File: src/rtl/ram_access_ctrl_pkg.sv
// Shared definitions for ram_access_ctrl: FSM state encodings, MEM access size
// codes, the IO window base, and the size-to-byte-count helper.
package ram_access_ctrl_pkg;

    // FSM states
    localparam logic [1:0] ST_IDLE  = 2'b00;
    localparam logic [1:0] ST_READ  = 2'b01;
    localparam logic [1:0] ST_WRITE = 2'b10;

    // mem_size encodings (2'b11 is treated as a word as well)
    localparam logic [1:0] MEM_SIZE_B = 2'd0;
    localparam logic [1:0] MEM_SIZE_H = 2'd1;
    localparam logic [1:0] MEM_SIZE_W = 2'd2;

    // IO space starts here (addr[17:16] == 2'b11); it shares the RAM path
    localparam logic [31:0] IO_BASE = 32'h0003_0000;

    // Number of byte transfers for a MEM access size code
    function automatic logic [2:0] size_to_len(input logic [1:0] size);
        case (size)
            MEM_SIZE_B: size_to_len = 3'd1;
            MEM_SIZE_H: size_to_len = 3'd2;
            MEM_SIZE_W: size_to_len = 3'd4;
            default:    size_to_len = 3'd4;
        endcase
    endfunction

endpackage

File: src/rtl/ram_access_ctrl.sv
// ram_access_ctrl: byte-serial RAM controller arbitrating IF fetches against
// MEM loads/stores. Accesses are split into byte transfers on the 8-bit RAM bus
// and words are assembled/scattered little-endian.
// Optional feature: define RAM_CTRL_DBG_CNT_EN to add dbg_if_cnt/dbg_mem_cnt
// completed-access counters.
//
// Handshake: a requester holds req until its one-cycle done pulse (or, for IF,
// until it flushes); data outputs are valid in the done cycle and then hold.
module ram_access_ctrl
    import ram_access_ctrl_pkg::*;
#(
    parameter int ADDR_W = 32,
    parameter int CNT_W  = 32
) (
    input  logic              clk_in,
    input  logic              rst_in,
    input  logic              rdy_in,
    input  logic              if_req,
    input  logic [ADDR_W-1:0] if_addr,
    input  logic              if_flush,
    output logic              if_done,
    output logic [31:0]       if_data,
    input  logic              mem_req,
    input  logic              mem_we,
    input  logic [1:0]        mem_size,
    input  logic [ADDR_W-1:0] mem_addr,
    input  logic [31:0]       mem_wdata,
    output logic              mem_done,
    output logic [31:0]       mem_rdata,
    input  logic [7:0]        ram_din,
    output logic [7:0]        ram_dout,
    output logic [ADDR_W-1:0] ram_a,
    output logic              ram_wr,
    output logic              busy
`ifdef RAM_CTRL_DBG_CNT_EN
    ,
    output logic [CNT_W-1:0]  dbg_if_cnt,
    output logic [CNT_W-1:0]  dbg_mem_cnt
`endif
);

    logic [1:0]        r_state;
    logic [2:0]        r_cnt;      // index of the next byte address to issue
    logic [2:0]        r_len;      // bytes in the current access
    logic              r_pend;     // byte r_cnt-1 was issued last cycle, data on ram_din now
    logic              r_is_if;
    logic [ADDR_W-1:0] r_base;
    logic [31:0]       r_wdata;
    logic [31:0]       r_asm;
    logic [31:0]       r_if_data;
    logic [31:0]       r_mem_rdata;

    logic              w_last_read;
    logic              w_if_done;
    logic              w_mem_done_rd;
    logic              w_mem_done_wr;
    logic              w_issue;
    logic [4:0]        w_cap_sh;
    logic [31:0]       w_asm_next;

    // A read finishes once the last issued byte is on ram_din
    assign w_last_read   = (r_state == ST_READ) && r_pend && (r_cnt == r_len);
    assign w_if_done     = rdy_in && w_last_read && r_is_if && !if_flush;
    assign w_mem_done_rd = rdy_in && w_last_read && !r_is_if;
    assign w_mem_done_wr = rdy_in && (r_state == ST_WRITE) && (r_cnt == r_len - 3'd1);

    // Merge the byte arriving this cycle into its little-endian lane
    assign w_cap_sh   = {2'(r_cnt - 3'd1), 3'b000};
    assign w_asm_next = r_asm | ({24'd0, ram_din} << w_cap_sh);

    assign w_issue = ((r_state == ST_READ) && (r_cnt != r_len)) || (r_state == ST_WRITE);

    assign if_done   = w_if_done;
    assign if_data   = w_if_done ? w_asm_next : r_if_data;
    assign mem_done  = w_mem_done_rd || w_mem_done_wr;
    assign mem_rdata = w_mem_done_rd ? w_asm_next : r_mem_rdata;
    assign ram_a     = w_issue ? (r_base + {{(ADDR_W-3){1'b0}}, r_cnt}) : '0;
    assign ram_wr    = rdy_in && (r_state == ST_WRITE);
    assign ram_dout  = (r_state == ST_WRITE) ? r_wdata[{r_cnt[1:0], 3'b000} +: 8] : 8'd0;
    assign busy      = (r_state != ST_IDLE);

    // Main FSM: accept, sequence byte transfers, assemble read data
    always_ff @(posedge clk_in) begin
        if (rst_in) begin
            r_state     <= ST_IDLE;
            r_cnt       <= 3'd0;
            r_len       <= 3'd0;
            r_pend      <= 1'b0;
            r_is_if     <= 1'b0;
            r_base      <= '0;
            r_wdata     <= 32'd0;
            r_asm       <= 32'd0;
            r_if_data   <= 32'd0;
            r_mem_rdata <= 32'd0;
        end else if (rdy_in) begin
            case (r_state)
                ST_IDLE: begin
                    if (mem_req) begin
                        r_state <= mem_we ? ST_WRITE : ST_READ;
                        r_len   <= size_to_len(mem_size);
                        r_base  <= mem_addr;
                        r_wdata <= mem_wdata;
                        r_is_if <= 1'b0;
                        r_cnt   <= 3'd0;
                        r_pend  <= 1'b0;
                        r_asm   <= 32'd0;
                    end else if (if_req && !if_flush) begin
                        r_state <= ST_READ;
                        r_len   <= 3'd4;
                        r_base  <= if_addr;
                        r_is_if <= 1'b1;
                        r_cnt   <= 3'd0;
                        r_pend  <= 1'b0;
                        r_asm   <= 32'd0;
                    end
                end
                ST_READ: begin
                    if (r_is_if && if_flush) begin
                        r_state <= ST_IDLE;
                        r_cnt   <= 3'd0;
                        r_pend  <= 1'b0;
                    end else begin
                        if (r_pend)
                            r_asm <= w_asm_next;
                        if (r_cnt == r_len) begin
                            r_state <= ST_IDLE;
                            r_cnt   <= 3'd0;
                            r_pend  <= 1'b0;
                            if (r_is_if)
                                r_if_data <= w_asm_next;
                            else
                                r_mem_rdata <= w_asm_next;
                        end else begin
                            r_cnt  <= r_cnt + 3'd1;
                            r_pend <= 1'b1;
                        end
                    end
                end
                ST_WRITE: begin
                    if (r_cnt == r_len - 3'd1) begin
                        r_state <= ST_IDLE;
                        r_cnt   <= 3'd0;
                    end else begin
                        r_cnt <= r_cnt + 3'd1;
                    end
                end
                default: r_state <= ST_IDLE;
            endcase
        end else begin
            // Stalled: the byte in flight is lost, so step back and re-issue it
            if ((r_state == ST_READ) && r_pend) begin
                r_cnt  <= r_cnt - 3'd1;
                r_pend <= 1'b0;
            end
        end
    end

`ifdef RAM_CTRL_DBG_CNT_EN
    logic [CNT_W-1:0] r_if_cnt;
    logic [CNT_W-1:0] r_mem_cnt;

    // Count completed accesses; done pulses are already suppressed while stalled
    always_ff @(posedge clk_in) begin
        if (rst_in) begin
            r_if_cnt  <= '0;
            r_mem_cnt <= '0;
        end else begin
            if (w_if_done)
                r_if_cnt <= r_if_cnt + CNT_W'(1);
            if (w_mem_done_rd || w_mem_done_wr)
                r_mem_cnt <= r_mem_cnt + CNT_W'(1);
        end
    end

    assign dbg_if_cnt  = r_if_cnt;
    assign dbg_mem_cnt = r_mem_cnt;
`endif

endmodule

File: config.mk
export PLATFORM = sky130hd
export DESIGN_NAME = ram_access_ctrl
export DESIGN_NICKNAME = d
export VERILOG_FILES = /design/src/rtl/ram_access_ctrl_pkg.sv /design/src/rtl/ram_access_ctrl.sv
export SDC_FILE = /design/constraint.sdc
export NUM_CORES = 1
export LEC_CHECK = 0
export CAP_MARGIN = 20
export CORE_UTILIZATION = 40
export CTS_BUF_LIST = sky130_fd_sc_hd__clkbuf_4
export DETAILED_ROUTE_END_ITERATION = 10
export PLACE_DENSITY = 0.68
export SLEW_MARGIN = 30
export SYNTH_ARGS = -nofsm -noshare
export SYNTH_HDL_FRONTEND = slang
export SYNTH_SLANG_ARGS = --single-unit
File: constraint.sdc
create_clock -name clk_in -period 4.3 [get_ports clk_in]
set_clock_uncertainty 0.1 [all_clocks]
set_input_delay 1.075 -clock clk_in [delete_from_list [all_inputs] [get_ports clk_in]]
set_output_delay 1.075 -clock clk_in [all_outputs]
set_load 0.05 [all_outputs]
==> results of run 1 <==
[sequential cells by signal, indices dropped and copies added, names as in the netlist]
name         flops
r_len            3
r_is_if          1
r_if_data       32
r_pend           1
r_state          2
r_base          32
r_cnt            3
r_mem_rdata     32
r_asm           32
r_wdata         32
[power breakdown]
group          leakage [nW]  switching [W]  internal (W)  total (W)
clock                 0.162       0.000642      0.000321   0.000963
sequential             1.38      0.0000618       0.00165    0.00171
combinational          2.65       0.000477      0.000354   0.000831
[through the flow]
stage	util	area (um^2)	TNS, ns	hold slack [ns]
3_3_place_gp	0.5615	11770	0	0.3367
5_1_grt	0.5831	12220	-0.09933	0.3760
6_report	0.5831	12220	0	0.3615
3_5_place_dp	0.5615	11770	0	0.3430
2_1_floorplan	-	8549	0	0.3317
4_1_cts	0.5792	12140	-0.09879	0.3617
[logic make-up (layout without fill, tap and decap cells)]
logic type,after synthesis,in the layout,synth area share
AO/OA/AOI/OAI,319,319,0.2240
XOR/XNOR,20,20,0.02212
adder cells (fa/ha/maj),10,10,0.01553
buffers and inverters,106,298,0.05390
flip-flops,170,170,0.3984
multiplexers,41,41,0.05991
other,0,2,0
AND/OR/NAND/NOR,413,414,0.2262
[final timing paths]
check / start / slack (ns) / endpoint / cells after the start
setup / recovery: r_cnt[0]$_SDFFE_PP0P_ / 0.15 / ram_a[30] / 9
hold / removal: r_asm[0]$_SDFFE_PP0P_ / 0.36 / r_asm[0]$_SDFFE_PP0P_ / 2
setup reg to reg: r_state[1]$_SDFFE_PP0P_ / 1.80 / r_asm[5]$_SDFFE_PP0P_ / 9
hold reg to reg: r_asm[0]$_SDFFE_PP0P_ / 0.36 / r_asm[0]$_SDFFE_PP0P_ / 2
[layout make-up]
cell class | count | area [um^2]
Fill cell | 1941 | 8736
Multi-Input combinational cell | 804 | 4805
Sequential cell | 170 | 3406
Timing Repair Buffer | 248 | 3282
Tap cell | 275 | 344.1
Clock inverter | 15 | 182.7
Clock buffer | 17 | 127.6
Inverter | 18 | 67.56
Antenna cell | 2 | 5.005
[cells in the final DEF (no fill, tap or decap), types with 3 or more instances in the layout]
cell type        Yosys  final
a211oi_1            97     97
a21oi_1            149    135
a21oi_2              0     14
and2_1              10      9
and3_1               4      3
and4_1               3      3
buf_12               0     88
buf_4                2     35
clkbuf_4             0     17
clkdlybuf4s50_1      0    119
clkinv_8             0      4
dfxtp_1            170    168
ha_1                 9      9
inv_1               18     18
inv_6                0      4
mux2i_1             32     32
mux4_2               8      8
nand2_1            140    140
nand2b_1             3      3
nand3_1             16     16
nand3b_1            32     32
nand4_1              6      6
nor2_1             157    154
nor2b_1              6      3
nor3_1               6      6
nor4_1               4      3
o21a_1               4      4
o21ai_0             29     17
o21ai_1             17     29
o31ai_1              5      5
or3_1               13     12
xnor2_1              8      8
xor2_1              11     11
[what timing repair did]
| item | 4_1_cts | 5_1_grt |
|---|---|---|
| endpoints found under the setup margin | 54 | 66 |
| pin swaps | 1 | 2 |
| resized for setup | 20 | 25 |
| gates cloned | 1 | 1 |
| buffers inserted | 1 | 0 |
[critical path, cell delays in order, from the launching register on]
cell	delay (ns)
dfxtp_2	0.38
ha_1	0.17
inv_1	0.06
fa_2	0.36
nor2b_4	0.17
o2111ai_2	0.17
or3_4	0.39
or3_1	0.37
a21oi_2	0.19
buf_12	0.16
[per-layer routing]
metal,vias up,global-route usage,wire [um]
li1,4161,-,-
met1,3867,0.2918,10950
met2,243,0.3650,11330
met3,32,0.04877,1342
met4,0,0.07423,482
met5,-,0,0
==> impl_metrics.toml, run 1 <==
[place]
gp_congestion = 0.8125
port_buffers = 220
post-place-ws_ns = 0.1405
dp_hpwl_um = 16780
dp_cells = 1512

[synthesis]
yosysMostFrequentCell = "dfxtp_1"
synthFlopType = "dfxtp_1"
synth_common_cells = "170 x dfxtp_1, 157 x nor2_1, 149 x a21oi_1"
syn_nets = 1202
synthArstFlopShare = 0
ys.warnings.count = 0
yosys_register_bits = 170
synth.largest_area_cell = "dfxtp_1"
yosysTopAreaCellShare = 0.3984
synth_edf_count = 0
syn_inst = 1079
synth_cell_type_count = 57
synth_area_leaders = "dfxtp_1 40%, a21oi_1 8.7%, a211oi_1 8.5%"
syn_area_per_cell_um2 = 7.917
syn-cell-area_um2 = 8542
ys_seq_area_frac = 0.3984

[sta]
worst_pin_slew_ns = 0.8407
timing.final.crit_share = 0.9651
layout_min_cycle_time_ns = 4.150
max_freq_mhz = 241.0
grt_setup_unrepaired = "true"
setup_ws_ns = 0.1499
finalSetupViolations = 0
relSlewSlack = 0.4395
final_max_slew_viol_count = 0
finalHoldViolCount = 0

[critical_path]
critPathRequiredTime_ns = 3.12
endpoint_kind = "output pin"
cp-start-kind = "flip-flop"
crit_type = "reg -> out"
arrival_ns = 2.98
crit_fanout = 4

[floorplan]
ioPinCount = 221
core_area_um2 = 20960
die_area_um2 = 21940
placementRows = 53
die_w_um = 148.1
start_util = 0.4076
die_y_um = 148.1

[drt]
routed_wl_um = 24110
num_vias = 8303
drt_iter0_markers = 519
dr.pass1.iters = 5
vias_per_cell = 5.360
drtAntennaViolNets = 0
post_drt_wl_per_cell_um = 15.56
remaining_drc_errors = 0

[finish]
drive_above_1_share = 0.1651
layout.nets = 1382
fin_cells = 1549
syn2layout_area_growth_pct = 43.05

[pwr]
power.leakage_nw = 4.196
power.density_nw_per_um2 = 286.6
total_power_w = 0.003502
vdd_ir_drop_max_mv = 0.1624

[cts]
cts_made_buffers = 17
htreeDepth = 4
cts_hold_buf = 0
clk_latency_ns = 0.57
tritoncts = "yes"
clkSinkCount = 170
cts_root_buf = "clkbuf_4"
clk_pin_slew_ns = 0.14
cts.path.max_buffers = 2

[global_route]
grt_pass1_wl_um = 39470
grt_overflow_total = 0
grt_pass1_vias = 7787
grt_max_degree = 74
antenna_found_initial = 1
grtUsageTotal = 0.2235

[hold_path]
hp-class = "reg -> reg"

[outcome]
status = "completed"

[job]
drv_cap = 0
Note: power is estimated with default switching activity, not from simulation.
==> run 2, diff against run 1 <==
--- a/config.mk
+++ b/config.mk
@@ -10,6 +10,7 @@
 export CTS_BUF_LIST = sky130_fd_sc_hd__clkbuf_4
 export DETAILED_ROUTE_END_ITERATION = 10
 export PLACE_DENSITY = 0.68
+export REMOVE_ABC_BUFFERS = 1
 export SLEW_MARGIN = 30
 export SYNTH_ARGS = -nofsm -noshare
 export SYNTH_HDL_FRONTEND = slang
==> run 2 against run 1 <==
Compared with the run above: sequential share of layout area down 0.28 points; largest power group unchanged; highest routed layer unchanged; combinational power is 2% higher; critical endpoint is now ram_a[26]; flip-flop and latch count stayed put.
==> impl_metrics.toml, run 2 (synthesis results as in run 1) <==
[floorplan]
ioPinCount = 221
die_y_um = 148.1
die_w_um = 148.1
start_util = 0.4076
core_area_um2 = 20960
die_area_um2 = 21940
placementRows = 53

[cts]
clk_latency_ns = 0.58
cts_made_buffers = 17
tritoncts = "yes"
htreeDepth = 4
cts_hold_buf = 0
cts.path.max_buffers = 2
cts_root_buf = "clkbuf_4"
clkSinkCount = 170
clk_pin_slew_ns = 0.16

[finish]
fin_cells = 1552
n_fill_cell = 1950
layout.nets = 1385
layout_commonest_cell = "dfxtp_1"
seqCellArea_um2 = 3412
multiInputGateArea_um2 = 4882
syn2layout_area_growth_pct = 44.76
drive_above_1_share = 0.1851
final_cell_mix = "163 x dfxtp_1, 155 x nor2_1, 140 x nand2_1, 123 x a21oi_1, 119 x clkdlybuf4s50_1"

[place]
post-place-ws_ns = 0.1118
gp_congestion = 0.8007
port_buffers = 220
dp_cells = 1513
dp_hpwl_um = 16850

[sta]
finalSetupViolations = 0
layout_min_cycle_time_ns = 4.189
worst_pin_slew_ns = 0.6563
max_freq_mhz = 238.7
final_max_slew_viol_count = 0
finalHoldViolCount = 0
setup_ws_ns = 0.1113
relSlewSlack = 0.5625
timing.final.crit_share = 0.9741
grt_setup_unrepaired = "true"

[hold_path]
hp-class = "reg -> reg"
hold_end = "r_asm[11]$_SDFFE_PP0P_"
worstHoldStart = "r_asm[11]$_SDFFE_PP0P_"
hold_depth = 2

[critical_path]
crit_fanout = 4
path_cells = "ha_2 > inv_1 > fa_2 > nor2b_4 > o2111ai_4 > or3_4 > or3_1 > a21oi_2 > buf_12"
crit_slowest_cell = "dfxtp_2"
arrival_ns = 3.01
crit_type = "reg -> out"
cp_num_buf_inv = 2
cp-start-kind = "flip-flop"
r2r_slack_ns = 1.62
r2r-end = "r_asm[3]$_SDFFE_PP0P_"
critical-path-top-delay-family = "simple AND/OR/NAND/NOR gates"
endpoint_kind = "output pin"
reg2reg_from = "r_state[1]$_SDFFE_PP0P_"
cpPeakStageDelay_ns = 0.39
reg2reg_depth = 9
critPathRequiredTime_ns = 3.12

[drt]
post_drt_wl_per_cell_um = 15.82
drt_iter0_markers = 522
num_vias = 8326
dr.pass1.iters = 4
routed_wl_um = 24550
remaining_drc_errors = 0
drtAntennaViolNets = 0
vias_per_cell = 5.365

[global_route]
grt_pass1_vias = 7517
antenna_found_initial = 1
use_met3 = 0.04233
grt_max_degree = 98
grtUsageTotal = 0.2212
grt_busiest_layer = "met2"
met2_usage = 0.3575
grt_use_met1 = 0.2974
grt_overflow_total = 0
grt_pass1_wl_um = 38900

[pwr]
total_power_w = 0.003510
vdd_ir_drop_max_mv = 0.1519
power.leakage_nw = 4.235
power.density_nw_per_um2 = 283.9

[job]
drv_cap = 0

[outcome]
status = "completed"
==> run 2: changes by cell type in the layout (fill, tap and decap cells not counted), moves of 3 or more <==
cell / delta
o21ai_2: +4
buf_4: +3
dfxtp_2: +5
a21oi_1: -12
dfxtp_1: -5
a21oi_2: +11
==> run 2: layout make-up <==
class / instances / area share
antenna: 2 / 0.0004047
clock buffer: 17 / 0.01032
clock inverter: 15 / 0.01437
inverter: 18 / 0.005464
multi-input combinational: 803 / 0.3948
sequential: 170 / 0.2759
tap: 275 / 0.02783
timing repair buffer: 252 / 0.2709
==> run 2: layer usage <==
layer	routed length, um	share of wire
met2	11830	0.48
met3	1455	0.059
met4	465	0.019
met5	0	0
met1	10800	0.44
==> run 2: worst max path at each step <==
stage	startpoint	endpoint	slack (ns)	cells past startpoint
2_1_floorplan	r_state[1]$_SDFFE_PP0P_	if_data[31]	-6.38	5
3_3_place_gp	rdy_in	if_data[28]	0.17	8
3_5_place_dp	rdy_in	if_data[28]	0.11	8
4_1_cts	r_base[0]$_SDFFE_PP0P_	ram_a[30]	-0.006	9
5_1_grt	r_cnt[0]$_SDFFE_PP0P_	if_data[23]	-0.03	9
6_report	r_base[0]$_SDFFE_PP0P_	ram_a[26]	0.11	9
==> run 2: where the power goes <==
| group | internal [W] | total [W] | switching (W) |
|---|---|---|---|
| Combinational | 0.000358 | 0.000844 | 0.000486 |
| Clock | 0.000277 | 0.000954 | 0.000678 |
| Sequential | 0.00165 | 0.00171 | 0.0000642 |
| Total | 0.00228 | 0.00351 | 0.00123 |
==> run 2: stage by stage <==
step | instance area [um^2] | util | hold WS [ns] | TNS [ns]
4_1_cts | 12180 | 0.5812 | 0.3626 | -0.006208
2_1_floorplan | 8149 | - | 0.3255 | -212.04
3_5_place_dp | 11780 | 0.5621 | 0.3431 | 0
5_1_grt | 12370 | 0.5901 | 0.3748 | -0.07260
6_report | 12370 | 0.5901 | 0.3613 | 0
3_3_place_gp | 11780 | 0.5621 | 0.3375 | 0
==> run 2: worst reg2reg max path, cell delays in order, from the launching register on <==
cell and delay, ns:
dfxtp_1 0.35, inv_1 0.09, ha_1 0.22, buf_4 0.43, a21boi_0 0.47, a2bb2oi_1 0.16
nor2b_2 0.13, buf_4 0.35, nand3b_1 0.14, a21oi_1 0.16
==> run 2: what timing repair did <==
item,CTS,global route
buffers inserted,2,2
pin swaps,3,2
hold endpoints to repair,0,0
gates resized for setup,28,44
setup endpoints to repair,69,62
gates cloned,1,0
==> run 3, diff against run 2 <==
--- a/config.mk
+++ b/config.mk
@@ -6,10 +6,12 @@
 export NUM_CORES = 1
 export LEC_CHECK = 0
 export CAP_MARGIN = 20
-export CORE_UTILIZATION = 40
-export CTS_BUF_LIST = sky130_fd_sc_hd__clkbuf_4
+export CELL_PAD_IN_SITES_DETAIL_PLACEMENT = 0
+export CELL_PAD_IN_SITES_GLOBAL_PLACEMENT = 1
+export CORE_UTILIZATION = 37
+export CTS_BUF_LIST = sky130_fd_sc_hd__clkbuf_8
 export DETAILED_ROUTE_END_ITERATION = 10
-export PLACE_DENSITY = 0.68
+export PLACE_DENSITY_LB_ADDON = 0.1
 export REMOVE_ABC_BUFFERS = 1
 export SLEW_MARGIN = 30
 export SYNTH_ARGS = -nofsm -noshare
==> run 3 against run 2 <==
Compared with the run above: non-clock buffer count fell by 8; setup slack improved by 0.071 ns; wire length fell by 3.8%; via count fell by 4.1%; critical path type unchanged; largest cell class unchanged.
==> impl_metrics.toml, run 3 (synthesis results as in run 1) <==
[floorplan]
die_y_um = 153.9
ioPinCount = 221
core_area_um2 = 22640
start_util = 0.3773
die_area_um2 = 23700
die_w_um = 153.9
placementRows = 55

[sta]
layout_min_cycle_time_ns = 4.118
finalSetupViolations = 0
timing.final.crit_share = 0.9577
finalHoldViolCount = 0
final_max_slew_viol_count = 0
max_freq_mhz = 242.8
relSlewSlack = 0.5088
worst_pin_slew_ns = 0.7367
grt_setup_unrepaired = "false"

[finish]
layout.nets = 1377
layout_commonest_cell = "dfxtp_1"
n_fill_cell = 2151
fin_util = 0.5427
seqCellArea_um2 = 3405
fin_area_um2 = 12290
final_cell_mix = "169 x dfxtp_1, 156 x nor2_1, 145 x a21oi_1, 140 x nand2_1, 119 x clkdlybuf4s50_1"
syn2layout_area_growth_pct = 43.85
diodes = 0
multiInputGateArea_um2 = 4726
drive_above_1_share = 0.1500

[global_route]
use_met3 = 0.05468
antenna_found_initial = 0
grt_busiest_layer = "met2"
grt_pass1_wl_um = 38930
grt_use_met1 = 0.2694
met2_usage = 0.3325
grt_pass1_vias = 7511
grt_overflow_total = 0
grt_max_degree = 88
grtUsageTotal = 0.2044

[cts]
cts.path.max_buffers = 2
tritoncts = "yes"
clk_pin_slew_ns = 0.09
cts_made_buffers = 17
clkSinkCount = 170
clk_latency_ns = 0.46
cts_root_buf = "clkbuf_8"
htreeDepth = 4

[critical_path]
cp_num_cells = 8
endpoint_kind = "output pin"
path_cells = "inv_1 > fa_1 > nor2b_2 > o2111ai_1 > or3_4 > or3_1 > a21oi_2 > buf_12"
arrival_ns = 2.94
crit_type = "reg -> out"
reg2reg_depth = 8
critical-path-top-delay-family = "simple AND/OR/NAND/NOR gates"
critPathRequiredTime_ns = 3.12
cp-start-kind = "flip-flop"
crit_fanout = 6
cp_num_buf_inv = 2
crit_slowest_cell = "fa_1"
cpPeakStageDelay_ns = 0.45

[pwr]
vdd_ir_drop_max_mv = 0.1753
power.leakage_nw = 4.233
switching_share = 0.3177
comb_power_share = 0.220
internal_power_w = 0.002558
clkPwrFrac = 0.325
power.density_nw_per_um2 = 305.0
netSwitchingPower_w = 0.001191
pwr-share-seq = 0.455

[place]
port_buffers = 220
gp_congestion = 0.8090
place_area_um2 = 11830
dp_hpwl_um = 16170

[job]
drv_cap = 0

[drt]
drtAntennaViolNets = 0
remaining_drc_errors = 0
drt_iter0_markers = 388
num_vias = 7987
post_drt_wl_per_cell_um = 15.22
vias_per_cell = 5.146
routed_wl_um = 23620
dr.pass1.iters = 5

[hold_path]
hp-class = "reg -> reg"
hold_depth = 2

[outcome]
status = "completed"
==> run 3: cell types whose count changed in the layout (fill, tap and decap cells not counted), sizes merged <==
cell | previous run | this run
buf | 131 | 125
bufbuf | 1 | 0
bufinv | 0 | 2
clkbuf | 17 | 18
clkinv | 7 | 1
clkinvlp | 1 | 3
diode | 2 | 0
dlymetal6s2s | 1 | 0
inv | 25 | 26
==> run 3: repair_timing <==
action	4_1_cts	5_1_grt
endpoints found under the hold margin	0	0
hold buffers	0	0
endpoints found under the setup margin	10	40
setup buffers	0	0
gates cloned	0	0
gates resized for setup	2	9
==> run 3: tightest hold or removal path, stage by stage, from the launching register on <==
cell and delay [ns]:
dfxtp_1 0.31, nand2_1 0.05, a21oi_1 0.05
==> run 3: cell type report <==
class | instances | area share
tap | 285 | 0.02902
clock buffer | 18 | 0.02016
sequential | 170 | 0.2771
inverter | 18 | 0.005498
timing repair buffer | 244 | 0.2691
multi-input combinational | 803 | 0.3846
clock inverter | 14 | 0.01456
==> run 3: worst paths after layout <==
kind | from | end | slack (ns)
setup reg to reg | r_state[1]$_SDFFE_PP0P_ | r_cnt[2]$_SDFFE_PP0P_ | 1.76
setup / recovery | r_cnt[1]$_SDFFE_PP0P_ | ram_a[26] | 0.18
hold / removal | r_asm[26]$_SDFFE_PP0P_ | r_asm[26]$_SDFFE_PP0P_ | 0.35
hold reg to reg | r_asm[26]$_SDFFE_PP0P_ | r_asm[26]$_SDFFE_PP0P_ | 0.35
==> run 3: per-stage QoR <==
| stage | setup WS [ns] | hold slack, ns | TNS [ns] | total power, W | cells |
|---|---|---|---|---|---|
| 2_1_floorplan | -6.382 | 0.3255 | -212.04 | 0.002162 | 991 |
| 3_3_place_gp | 0.2274 | 0.3372 | 0 | 0.002560 | 1520 |
| 3_5_place_dp | 0.1891 | 0.3430 | 0 | 0.002568 | 1520 |
| 4_1_cts | 0.02221 | 0.3565 | 0 | 0.003798 | 1552 |
| 5_1_grt | 0.006109 | 0.3713 | 0 | 0.003944 | 1552 |
| 6_report | 0.1819 | 0.3523 | 0 | 0.003748 | 1552 |
==> run 3: metal layers <==
layer | up-vias | routed length (um)
met1 | 3641 | 11060
li1 | 4139 | -
met2 | 192 | 11100
met5 | - | 0
met3 | 15 | 1260
met4 | 0 | 195
==> run 3: power by group through the flow <==
stage / Combinational (W) / Clock (W) / Sequential (W)
final: 0.000826 / 0.00122 / 0.00170
after global routing: 0.000902 / 0.00133 / 0.00172
after CTS: 0.000830 / 0.00126 / 0.00170
after detailed placement: 0.000827 / 0 / 0.00174
after global placement: 0.000822 / 0 / 0.00174
after floorplan: 0.000430 / 0 / 0.00173
